**src/rtl/spi_master_ctrl.sv**
```systemverilog
// SPI master sharing clk with the slave: sends a 10-bit {cmd,payload} frame MSB-first
// under SS_n, and for read-data frames captures the returned RAM byte from MISO.
module spi_master_ctrl #(
    parameter int LEAD_CYC  = 2,
    parameter int TAIL_CYC  = 3,
    parameter int MISO_WAIT = 4,
    parameter int GAP_CYC   = 1
) (
    input  logic       clk,
    input  logic       rst,
    input  logic       start,
    input  logic [1:0] cmd,
    input  logic [7:0] wdata,
    output logic       busy,
    output logic       done,
    output logic [7:0] rd_data,
    output logic       SS_n,
    output logic       MOSI,
    input  logic       MISO
);

    localparam int MAX_AB  = (LEAD_CYC > TAIL_CYC) ? LEAD_CYC : TAIL_CYC;
    localparam int MAX_CD  = (MISO_WAIT > GAP_CYC) ? MISO_WAIT : GAP_CYC;
    localparam int MAX_ABC = (MAX_AB > MAX_CD) ? MAX_AB : MAX_CD;
    localparam int MAX_CNT = (MAX_ABC > 10) ? MAX_ABC : 10;
    localparam int CW      = $clog2(MAX_CNT) + 1;

    typedef enum logic [2:0] {
        S_IDLE,
        S_LEAD,
        S_SHIFT,
        S_WAIT,
        S_SAMPLE,
        S_TAIL,
        S_GAP
    } state_t;

    state_t        state;
    logic [CW-1:0] cnt;
    logic [9:0]    sh;
    logic [7:0]    rx;
    logic          rd_frame;

    always_ff @(posedge clk or posedge rst) begin
        if (rst) begin
            state    <= S_IDLE;
            cnt      <= '0;
            sh       <= '0;
            rx       <= '0;
            rd_frame <= 1'b0;
            busy     <= 1'b0;
            done     <= 1'b0;
            rd_data  <= 8'h00;
            SS_n     <= 1'b1;
            MOSI     <= 1'b0;
        end else begin
            done <= 1'b0;
            case (state)
                S_IDLE: begin
                    if (start) begin
                        sh       <= {cmd, wdata};
                        rd_frame <= (cmd == 2'b11);
                        SS_n     <= 1'b0;
                        MOSI     <= cmd[1];
                        busy     <= 1'b1;
                        cnt      <= '0;
                        state    <= S_LEAD;
                    end
                end
                S_LEAD: begin
                    if (cnt == CW'(LEAD_CYC - 1)) begin
                        // First SHIFT cycle presents bit 9; sh then holds the remaining bits.
                        MOSI  <= sh[9];
                        sh    <= {sh[8:0], 1'b0};
                        cnt   <= '0;
                        state <= S_SHIFT;
                    end else begin
                        cnt <= cnt + 1'b1;
                    end
                end
                S_SHIFT: begin
                    if (cnt == CW'(9)) begin
                        MOSI  <= 1'b0;
                        cnt   <= '0;
                        state <= rd_frame ? S_WAIT : S_TAIL;
                    end else begin
                        MOSI <= sh[9];
                        sh   <= {sh[8:0], 1'b0};
                        cnt  <= cnt + 1'b1;
                    end
                end
                S_WAIT: begin
                    if (cnt == CW'(MISO_WAIT - 1)) begin
                        cnt   <= '0;
                        state <= S_SAMPLE;
                    end else begin
                        cnt <= cnt + 1'b1;
                    end
                end
                S_SAMPLE: begin
                    rx <= {rx[6:0], MISO};
                    if (cnt == CW'(7)) begin
                        rd_data <= {rx[6:0], MISO};
                        cnt     <= '0;
                        state   <= S_TAIL;
                    end else begin
                        cnt <= cnt + 1'b1;
                    end
                end
                S_TAIL: begin
                    if (cnt == CW'(TAIL_CYC - 1)) begin
                        SS_n  <= 1'b1;
                        done  <= 1'b1;
                        cnt   <= '0;
                        state <= S_GAP;
                    end else begin
                        cnt <= cnt + 1'b1;
                    end
                end
                S_GAP: begin
                    if (cnt == CW'(GAP_CYC - 1)) begin
                        busy  <= 1'b0;
                        cnt   <= '0;
                        state <= S_IDLE;
                    end else begin
                        cnt <= cnt + 1'b1;
                    end
                end
                default: begin
                    state <= S_IDLE;
                    SS_n  <= 1'b1;
                    MOSI  <= 1'b0;
                    busy  <= 1'b0;
                end
            endcase
        end
    end

endmodule

```
**config.mk**
```make
export PLATFORM = sky130hd
export DESIGN_NAME = spi_master_ctrl
export DESIGN_NICKNAME = d
export VERILOG_FILES = /design/src/rtl/spi_master_ctrl.sv
export SDC_FILE = /design/constraint.sdc
export NUM_CORES = 1
export LEC_CHECK = 0
export BUFFER_PORTS_ARGS = -buffer_cell sky130_fd_sc_hd__buf_2
export CAP_MARGIN = 10
export CORE_MARGIN = 5
export CORE_UTILIZATION = 61
export CTS_CLUSTER_DIAMETER = 120
export DETAILED_ROUTE_END_ITERATION = 8
export GPL_TIMING_DRIVEN = 0
export HOLD_SLACK_MARGIN = 0.06
export PLACE_DENSITY = 0.83
export SLEW_MARGIN = 20
export SYNTH_ARGS = -nofsm -noshare
export SYNTH_HDL_FRONTEND = slang
export SYNTH_SLANG_ARGS = --single-unit
```
**constraint.sdc**
```tcl
create_clock -name clk -period 6.2 [get_ports clk]
set_clock_uncertainty 0.15 [all_clocks]
set_input_delay 0.93 -clock clk [delete_from_list [all_inputs] [get_ports clk]]
set_output_delay 0.93 -clock clk [all_outputs]
set_load 0.005 [all_outputs]
```
==> flow_summary.yaml, run 1 <==
floorplanning:
  die_height_microns: 68.1
  row_count: 21
  dieArea_sq_mm: 0.00464
  start_util_pct: 62.2
  coreArea_sq_mm: 0.00331
  pin_count: 26
  die_w_microns: 68.1
setup_path:
  reg2reg_to: "state[1]"
  slowest_delay_ps: 470
  r2r_cells: 6
  critPathKind: "reg2reg"
  r2r_setup_slack_ps: 3890
  crit_arrival_ps: 2390
  worstPathMaxFanout: 4
  rr_startpoint: "cnt[1]"
  end_kind: "flip-flop"
  crit_path_start: "cnt[1]"
  cp_slowest_cell: "nor4bb_2"
  worstPathCellList: "inv_1, ha_1, nor4bb_2, o22ai_1, a21oi_2, mux2_4"
  crit_required_ps: 6280
  cp-start-kind: "flip-flop"
drt:
  via_per_inst: 5.76
  drc: 0
  ant_nets: 0
  drt_iter0_markers: 93
  dr_total_vias: 1468
  routed_wl_microns: 4070
  drtPass1Iterations: 4
  wl_per_cell_microns: 16.0
clock_tree:
  hold_buffers: 0
  numCtsBuffers: 5
  cts.clk_slew.worst_paths_ps: 120
  htreeDepth: 2
  clock-root-buffer: "clkbuf_4"
  clock_sinks: 38
  cts_buffer_depth: 2
  cts_resized: 0
  post_cts_buffers: 0
  cts_tree: "done"
  clk_latency_ps: 350
min_path:
  holdPathStages: 1
  hold_end: "sh[1]"
  worstHoldStart: "sh[1]"
  hold_class: "reg2reg"
yosys:
  synth_seq_cells: 38
  synth_edf_count: 0
  ys_seq_area_share_pct: 46.2
  avgSynthCellArea_sq_um: 11.7
  synth.net_count: 196
  synthArstFlopShare_pct: 100
  synth_cell_type_count: 50
  synth_ff_type: "dfrtp_1"
  postSynthCellCount: 176
  synth.cell_area_sq_mm: 0.00206
  yosys_warnings: 0
place:
  place.detailed.hpwl_microns: 3030
  gp_congestion: 0.860
  placed_area_sq_mm: 0.00224
  place_ws_ps: 3700
  io_buffer_count: 25
timing:
  final.setup.tns_ps: 0
  tightest_slew_ps: 776
  fin_ws_ps: 3890
  drv_slew: 0
  final-hold-violation-count: 0
  max_freq_mhz: 432
  slew_headroom_pct: 48.2
  min_period_ps: 2310
  min_period_over_period_pct: 37.3
  setup_viol: 0
  grt_setup_unrepaired: "no"
final_layout:
  post-route-util_pct: 69.8
  final_nets: 228
  postLayoutCellArea_sq_mm: 0.00231
  drive_above_1_share_pct: 41.6
  register_area_sq_um: 952
  area_growth_syn_to_layout_pct: 12.2
  multi_input_area_sq_mm: 0.00101
  num_antenna_cells: 0
  fillerInstances: 255
grt:
  grt_first_pass_wirelength_microns: 7240
  grt_max_degree: 39
  track_usage_pct: 20.9
  grt_overflow: 0
  grt_pass1_vias: 1577
  antenna_found_initial: 0
pwr:
  power_w: 0.00117
  leakage_nw: 1.07
  power.density_mw_per_mm2: 505
  peakVddDrop_mv: 0.292
outcome:
  status: "finished clean"
flow_run:
  timing.max_cap.violations: 0
==> cell usage after synthesis (2+ instances only) <==
master    instances  area share, %
inv_1             8            1.5
nand2_1          10            1.8
nor3_1            2           0.49
nor2_1            6            1.1
mux2_2           35             19
nor4b_1           2           0.85
xor2_1            2           0.85
nor3_4            2            1.6
dfrtp_1          37             45
buf_6             3            1.6
o41ai_1           2           0.85
mux2i_1           2           0.97
clkbuf_1          2           0.36
o21a_1            2           0.73
o21ai_0           6            1.5
nor2b_1           2           0.61
ha_1              6            3.6
o22ai_1           2           0.61
nand2b_1          2           0.61
a21oi_1           7            1.7
buf_2             4           0.97
nand3_1           4           0.97
==> per-stage QoR <==
step | hold WS (ps) | instances
floorplan | 325 | 176
global placement | 334 | 247
detailed placement | 339 | 247
CTS | 372 | 255
global route | 391 | 255
finish | 368 | 255
==> report_power, final <==
group	switching (W)	leakage [nW]	total [W]	internal, W
sequential	0.0000617	0.479	0.000412	0.000351
clock	0.0000859	0.0349	0.000143	0.0000566
combinational	0.000303	0.552	0.000611	0.000307
==> layout make-up <==
class,count,share of cell area (%)
multi-input cells,120,43.8
flip-flops and latches,38,41.2
repair buffers,25,5.42
plain buffers,10,2.82
well taps,46,2.49
clock buffers,6,2.22
inverters,8,1.30
clock inverters,2,0.704
==> critical path, delay by kind of cell, from the launching register on <==
family / cells / cell delay, ps
muxes: 1 / 310
DFF: 1 / 440
buffers and inverters: 1 / 120
and+or+nand+nor: 1 / 470
adders and majority gates: 1 / 230
AOI/OAI and AO/OA: 2 / 460
==> worst max-delay path by stage <==
stage	end	slack, ps	cells after the start
after detailed placement	sh[7]	3700	5
after CTS	state[1]	3910	6
after global routing	state[1]	3750	6
final	state[1]	3890	6
after global placement	sh[1]	3720	5
after floorplan	sh[0]	4040	4
==> cells by family after synthesis <==
group                      Yosys count  synth area share (%)
and+or+nand+nor                     41                  12.4
muxes                               38                  20.8
DFF                                 38                  46.2
AOI/OAI and AO/OA                   32                  11.0
buffers and inverters               18                  4.62
adders and majority gates            6                  3.65
xor gates and xnor gates             3                  1.28
==> cell usage in the layout, fill, tap and decap left out, types with 2 or more instances in the layout <==
cell	count
nor3_4	2
nand2_1	10
buf_2	29
o21a_1	2
a21oi_1	7
o22ai_1	2
inv_1	7
mux2i_1	2
nand3_1	4
nand2b_1	2
nor4b_1	2
o21ai_0	6
nor3_1	2
clkbuf_1	2
nor2b_1	2
mux2_2	35
buf_6	3
ha_1	6
o41ai_1	2
xor2_1	2
clkbuf_4	5
nor2_1	6
dfrtp_1	37
==> metal layers <==
layer	wire [microns]	vias to the layer above	track usage, %
li1	-	698	-
met1	1710	726	25.4
met2	2140	38	37.1
met3	182	6	4.60
met4	44	0	5.71
met5	0	-	0
==> state kept, by name (all words and copies together) (netlist names), 3 cells and up <==
signal	flops
rx	7
cnt	5
sh	10
rd_data	8
state	3
Power figures use the tool's default switching activity.
==> run 2, diff against run 1 <==
--- a/config.mk
+++ b/config.mk
@@ -8,12 +8,12 @@
 export BUFFER_PORTS_ARGS = -buffer_cell sky130_fd_sc_hd__buf_2
 export CAP_MARGIN = 10
 export CORE_MARGIN = 5
-export CORE_UTILIZATION = 61
+export CORE_UTILIZATION = 52
 export CTS_CLUSTER_DIAMETER = 120
 export DETAILED_ROUTE_END_ITERATION = 8
 export GPL_TIMING_DRIVEN = 0
 export HOLD_SLACK_MARGIN = 0.06
-export PLACE_DENSITY = 0.83
+export PLACE_DENSITY = 0.76
 export SLEW_MARGIN = 20
 export SYNTH_ARGS = -nofsm -noshare
 export SYNTH_HDL_FRONTEND = slang
==> constraint.sdc (replaced) <==
create_clock -name clk -period 1.9 [get_ports clk]
set_clock_uncertainty 0.15 [all_clocks]
set_input_delay 0.285 -clock clk [delete_from_list [all_inputs] [get_ports clk]]
set_output_delay 0.285 -clock clk [all_outputs]
set_load 0.005 [all_outputs]
==> run 2 against run 1 <==
Net effect: the run now ends with negative setup slack left; largest power group unchanged; maximum frequency is 18% higher; via count is 12% higher; sequential share of layout area is 6.1 points lower; first-iteration DRC count is 90% higher; worst hold slack worse by 280 ps; largest cell class unchanged; critical path type unchanged.
==> flow_summary.yaml, run 2 (synthesized netlist as in run 1, its figures left out) <==
outcome:
  status: "complete, but fails checks"
  violations: "negative setup slack"
floorplanning:
  dieArea_sq_mm: 0.00532
  die_w_microns: 72.9
  start_util_pct: 55.0
  coreArea_sq_mm: 0.00374
  die_height_microns: 72.9
  row_count: 22
  pin_count: 26
drt:
  dr_total_vias: 1647
  drtPass1Iterations: 4
  ant_nets: 0
  wl_per_cell_microns: 19.0
  via_per_inst: 6.06
  drc: 0
  drt_iter0_markers: 177
  routed_wl_microns: 5180
flow_run:
  timing.max_cap.violations: 0
setup_path:
  r2r_cells: 6
  crit_arrival_ps: 2000
  critPathKind: "reg2reg"
  r2r_setup_slack_ps: -60
  crit_required_ps: 1940
  worstPathMaxFanout: 8
  end_kind: "flip-flop"
  cp-start-kind: "flip-flop"
  crit_path_start: "cnt[4]"
  reg2reg_to: "state[1]"
  rr_startpoint: "cnt[4]"
  critical_path.endpoint: "state[1]"
clock_tree:
  numCtsBuffers: 5
  cts.clk_slew.worst_paths_ps: 80
  clk_latency_ps: 300
  cts_tree: "done"
  clock_sinks: 38
  cts_buffer_depth: 2
  clock-root-buffer: "clkbuf_8"
  htreeDepth: 2
pwr:
  leakage_nw: 1.25
  power.density_mw_per_mm2: 1870
  power_w: 0.00506
  peakVddDrop_mv: 1.15
grt:
  antenna_found_initial: 0
  grt_overflow: 0
  grt_pass1_vias: 1746
  grt_first_pass_wirelength_microns: 8380
  track_usage_pct: 20.6
  grt_max_degree: 39
timing:
  drv_slew: 0
  grt_setup_unrepaired: "yes"
  final.setup.tns_ps: -292
  fin_ws_ps: -58.0
  slew_headroom_pct: 47.8
  max_freq_mhz: 511
  final-hold-violation-count: 0
  min_period_ps: 1960
  setup_viol: 13
  tightest_slew_ps: 782
  min_period_over_period_pct: 103
final_layout:
  layout.cells.non_filler: 272
  mostFrequentLayoutCells: "dfrtp_1 (36), buf_2 (27), mux2_2 (24), mux2_4 (12), buf_4 (12)"
  drive_above_1_share_pct: 54.5
  multi_input_area_sq_mm: 0.00121
  reg.largest.list: "sh: 10 flops, rd_data: 8 flops, rx: 7 flops"
  register_area_sq_um: 953
  largest_reg_flops: 10
  area_growth_syn_to_layout_pct: 31.7
  num_antenna_cells: 0
  regMostFlops: "sh"
  fillerInstances: 252
  final_nets: 243
  layout_commonest_cell: "dfrtp_1"
place:
  place.detailed.hpwl_microns: 2980
  dp_cells: 249
  gp_congestion: 0.902
  io_buffer_count: 25
min_path:
  hold_class: "in2reg"
run 2: changes by cell type in the layout (fill, tap and decap cells not counted), moves of 3 or more:
cell	before	now
ha_1	6	3
clkbuf_2	0	3
mux2_2	35	24
o21ai_1	0	3
buf_4	0	12
mux2_4	1	12
o21ai_0	6	2
clkbuf_8	1	6
clkbuf_4	5	1
run 2: repair_timing:
item / 4_1_cts / 5_1_grt
gates resized for setup: 21 / 27
buffers inserted: 11 / 3
hold endpoints to repair: 37 / 0
setup endpoints to repair: 26 / 28
hold buffers: 1 / 0
pin swaps: 9 / 11
cloned: 1 / 1
run 2: power breakdown:
group          total [W]  internal [W]  switching [W]
Sequential       0.00135       0.00115       0.000202
Clock           0.000861      0.000560       0.000301
Combinational    0.00285       0.00148        0.00137
run 2: worst min-delay path by stage:
| stage | cells after the start | to | slack, ps | startpoint |
|---|---|---|---|---|
| 3_5_place_dp | 2 | rd_data[0] | 330 | rst |
| 6_report | 2 | rd_data[0] | 90 | MISO |
| 5_1_grt | 2 | rd_data[0] | 90 | MISO |
| 4_1_cts | 2 | rd_data[0] | 80 | MISO |
| 2_1_floorplan | 2 | rd_frame | 270 | cmd[1] |
| 3_3_place_gp | 1 | sh[8] | 330 | sh[8] |
run 2: through the flow:
stage	worst slack [ps]	area, sq um	util [%]	hold WS (ps)
floorplan	-68.7	2090	-	266
global placement	-248	2280	60.9	334
detailed placement	-266	2280	60.9	327
CTS	-84.7	2630	70.3	80.6
global route	-101	2710	72.5	90.5
finish	-58.0	2710	72.5	88.0
run 2: worst max-delay path, stage by stage, from the launching register on:
cell,delay (ps)
dfrtp_1,370
buf_2,210
nor4bb_4,350
buf_4,190
o22ai_4,90
a21oi_2,170
mux2_4,310
run 2: final cells by class:
type,count,share of cell area [%]
buffer,10,2.72
clock buffer,6,3.04
clock inverter,2,2.21
inverter,8,1.11
multi-input combinational,121,44.7
sequential,38,35.1
tap,48,2.21
timing repair buffer,39,8.86
run 2: per-layer routing:
| layer | track usage (%) | wire, microns | share of wire (%) | vias up |
|---|---|---|---|---|
| met5 | 0 | 0 | 0 | - |
| li1 | - | - | - | 732 |
| met1 | 25.2 | 2050 | 40 | 810 |
| met4 | 10.5 | 201 | 3.9 | 0 |
| met2 | 33.9 | 2590 | 50 | 86 |
| met3 | 4.96 | 339 | 6.5 | 19 |
==> run 3, diff against run 2 <==
--- a/config.mk
+++ b/config.mk
@@ -7,13 +7,15 @@
 export LEC_CHECK = 0
 export BUFFER_PORTS_ARGS = -buffer_cell sky130_fd_sc_hd__buf_2
 export CAP_MARGIN = 10
+export CELL_PAD_IN_SITES_DETAIL_PLACEMENT = 1
+export CELL_PAD_IN_SITES_GLOBAL_PLACEMENT = 1
 export CORE_MARGIN = 5
-export CORE_UTILIZATION = 52
+export CORE_UTILIZATION = 41
 export CTS_CLUSTER_DIAMETER = 120
 export DETAILED_ROUTE_END_ITERATION = 8
 export GPL_TIMING_DRIVEN = 0
 export HOLD_SLACK_MARGIN = 0.06
-export PLACE_DENSITY = 0.76
+export PLACE_DENSITY_LB_ADDON = 0.1
 export SLEW_MARGIN = 20
 export SYNTH_ARGS = -nofsm -noshare
 export SYNTH_HDL_FRONTEND = slang
==> run 3 against run 2 <==
Net effect: the flow still finishes with violations (negative setup slack); sequential share of layout area grew 0.38 points; clock-buffer cell count fell by 1; sequential power is essentially flat; die area grew 23%; clock power fell by 35%; design area fell by 1.1%; first-iteration DRC count shrank 64%.
==> flow_summary.yaml, run 3 (synthesized netlist as in run 1, its figures left out) <==
drt:
  dr_total_vias: 1541
  via_per_inst: 5.24
  routed_wl_microns: 5120
  ant_nets: 0
  drtPass1Iterations: 4
  drt_iter0_markers: 63
  drc: 0
  wl_per_cell_microns: 17.4
timing:
  fin_ws_ps: -90.3
  setup_viol: 15
  final-hold-violation-count: 0
  drv_slew: 0
  min_period_ps: 1990
  max_freq_mhz: 502
  min_period_over_period_pct: 105
  grt_setup_unrepaired: "yes"
  slew_headroom_pct: 72.1
  tightest_slew_ps: 416
  hold_slack_ps: 87.2
setup_path:
  reg2reg_to: "sh[0]"
  crit_arrival_ps: 2020
  critPathKind: "reg2reg"
  end_kind: "flip-flop"
  cp-start-kind: "flip-flop"
  r2r_cells: 6
  crit_required_ps: 1930
  rr_startpoint: "cnt[4]"
  worstPathMaxFanout: 10
  r2r_setup_slack_ps: -90
floorplanning:
  dieArea_sq_mm: 0.00654
  die_height_microns: 80.9
  start_util_pct: 43.0
  die_w_microns: 80.9
  pin_count: 26
  coreArea_sq_mm: 0.00479
  row_count: 25
final_layout:
  layout_commonest_cell: "dfrtp_1"
  layout.cells.non_filler: 294
  largest_reg_flops: 10
  reg.largest.list: "sh: 10 flops, rd_data: 8 flops, rx: 7 flops"
  drive_above_1_share_pct: 52.9
  register_area_sq_um: 953
  area_growth_syn_to_layout_pct: 30.3
  num_antenna_cells: 0
  mostFrequentLayoutCells: "dfrtp_1 (36), mux2_2 (31), buf_2 (27), buf_4 (15), nand2_1 (9)"
  fillerInstances: 515
  multi_input_area_sq_mm: 0.00115
  postLayoutCellArea_sq_mm: 0.00268
  regMostFlops: "sh"
  final_nets: 246
clock_tree:
  cts_tree: "done"
  cts.clk_slew.worst_paths_ps: 80
  cts_buffer_depth: 2
  clock-root-buffer: "clkbuf_8"
  clock_sinks: 38
  clk_latency_ps: 290
  numCtsBuffers: 5
  htreeDepth: 2
min_path:
  worstHoldStart: "MISO"
  hold_end: "rd_data[0]"
  holdPathStages: 2
  hold_class: "in2reg"
place:
  placed_area_sq_mm: 0.00232
  gp_congestion: 0.813
  place.detailed.hpwl_microns: 3430
  io_buffer_count: 25
  dp_cells: 269
grt:
  track_usage_pct: 17.3
  antenna_found_initial: 0
  grt_max_degree: 28
  grt_overflow: 0
  grt_first_pass_wirelength_microns: 8650
  grt_pass1_vias: 1734
outcome:
  status: "complete, but fails checks"
  violations: "negative setup slack"
pwr:
  leakage_nw: 1.22
  peakVddDrop_mv: 0.655
  power.density_mw_per_mm2: 1720
flow_run:
  timing.max_cap.violations: 0
run 3: how the worst max path moves through the flow:
stage | start | endpoint | slack [ps] | depth (start not counted)
3_3_place_gp | cnt[0] | state[1] | -270 | 6
2_1_floorplan | cnt[1] | sh[0] | -70 | 6
5_1_grt | cnt[0] | cnt[2] | -170 | 7
4_1_cts | cnt[0] | sh[5] | -90 | 6
3_5_place_dp | cnt[1] | sh[0] | -280 | 6
6_report | cnt[4] | sh[0] | -90 | 6
run 3: cell type report:
| class | count | area share, % |
|---|---|---|
| inverter | 8 | 1.12 |
| clock inverter | 3 | 0.793 |
| timing repair buffer | 43 | 11.2 |
| sequential | 38 | 35.5 |
| multi-input combinational | 120 | 43.0 |
| tap | 67 | 3.12 |
| buffer | 10 | 2.70 |
| clock buffer | 5 | 2.56 |
run 3: per-stage QoR:
| step | power [W] | setup TNS (ps) | setup slack, ps | utilization [%] |
|---|---|---|---|---|
| floorplan | 0.00297 | -642 | -68.7 | - |
| global placement | 0.00335 | -4520 | -269 | 48.1 |
| detailed placement | 0.00346 | -5600 | -283 | 48.5 |
| CTS | 0.00441 | -805 | -86.1 | 53.9 |
| global route | 0.00496 | -2900 | -166 | 56.1 |
| finish | 0.00462 | -919 | -90.3 | 56.1 |
run 3: power breakdown:
group          internal (W)  total, W  switching [W]
combinational       0.00146   0.00270        0.00124
clock              0.000258  0.000560       0.000302
sequential          0.00115   0.00136       0.000207
run 3: per-layer routing:
metal / routed length (microns) / track usage, %
met5: 0 / 0
met2: 2730 / 31.3
met1: 2180 / 20.5
met4: 63 / 5.07
met3: 154 / 3.66
run 3: repair_timing:
action                     CTS  global route
pin swaps                    7             7
setup endpoints to repair   26            27
resized for setup           15            14
hold endpoints to repair    11             0
hold buffers                 1             0
setup buffers                9             7
run 3: critical path, cell delays in order, from the launching register on:
cell,delay [ps]
dfrtp_1,370
buf_4,190
nor4bb_4,440
o21a_1,210
nor3_4,60
buf_12,160
mux2_4,290
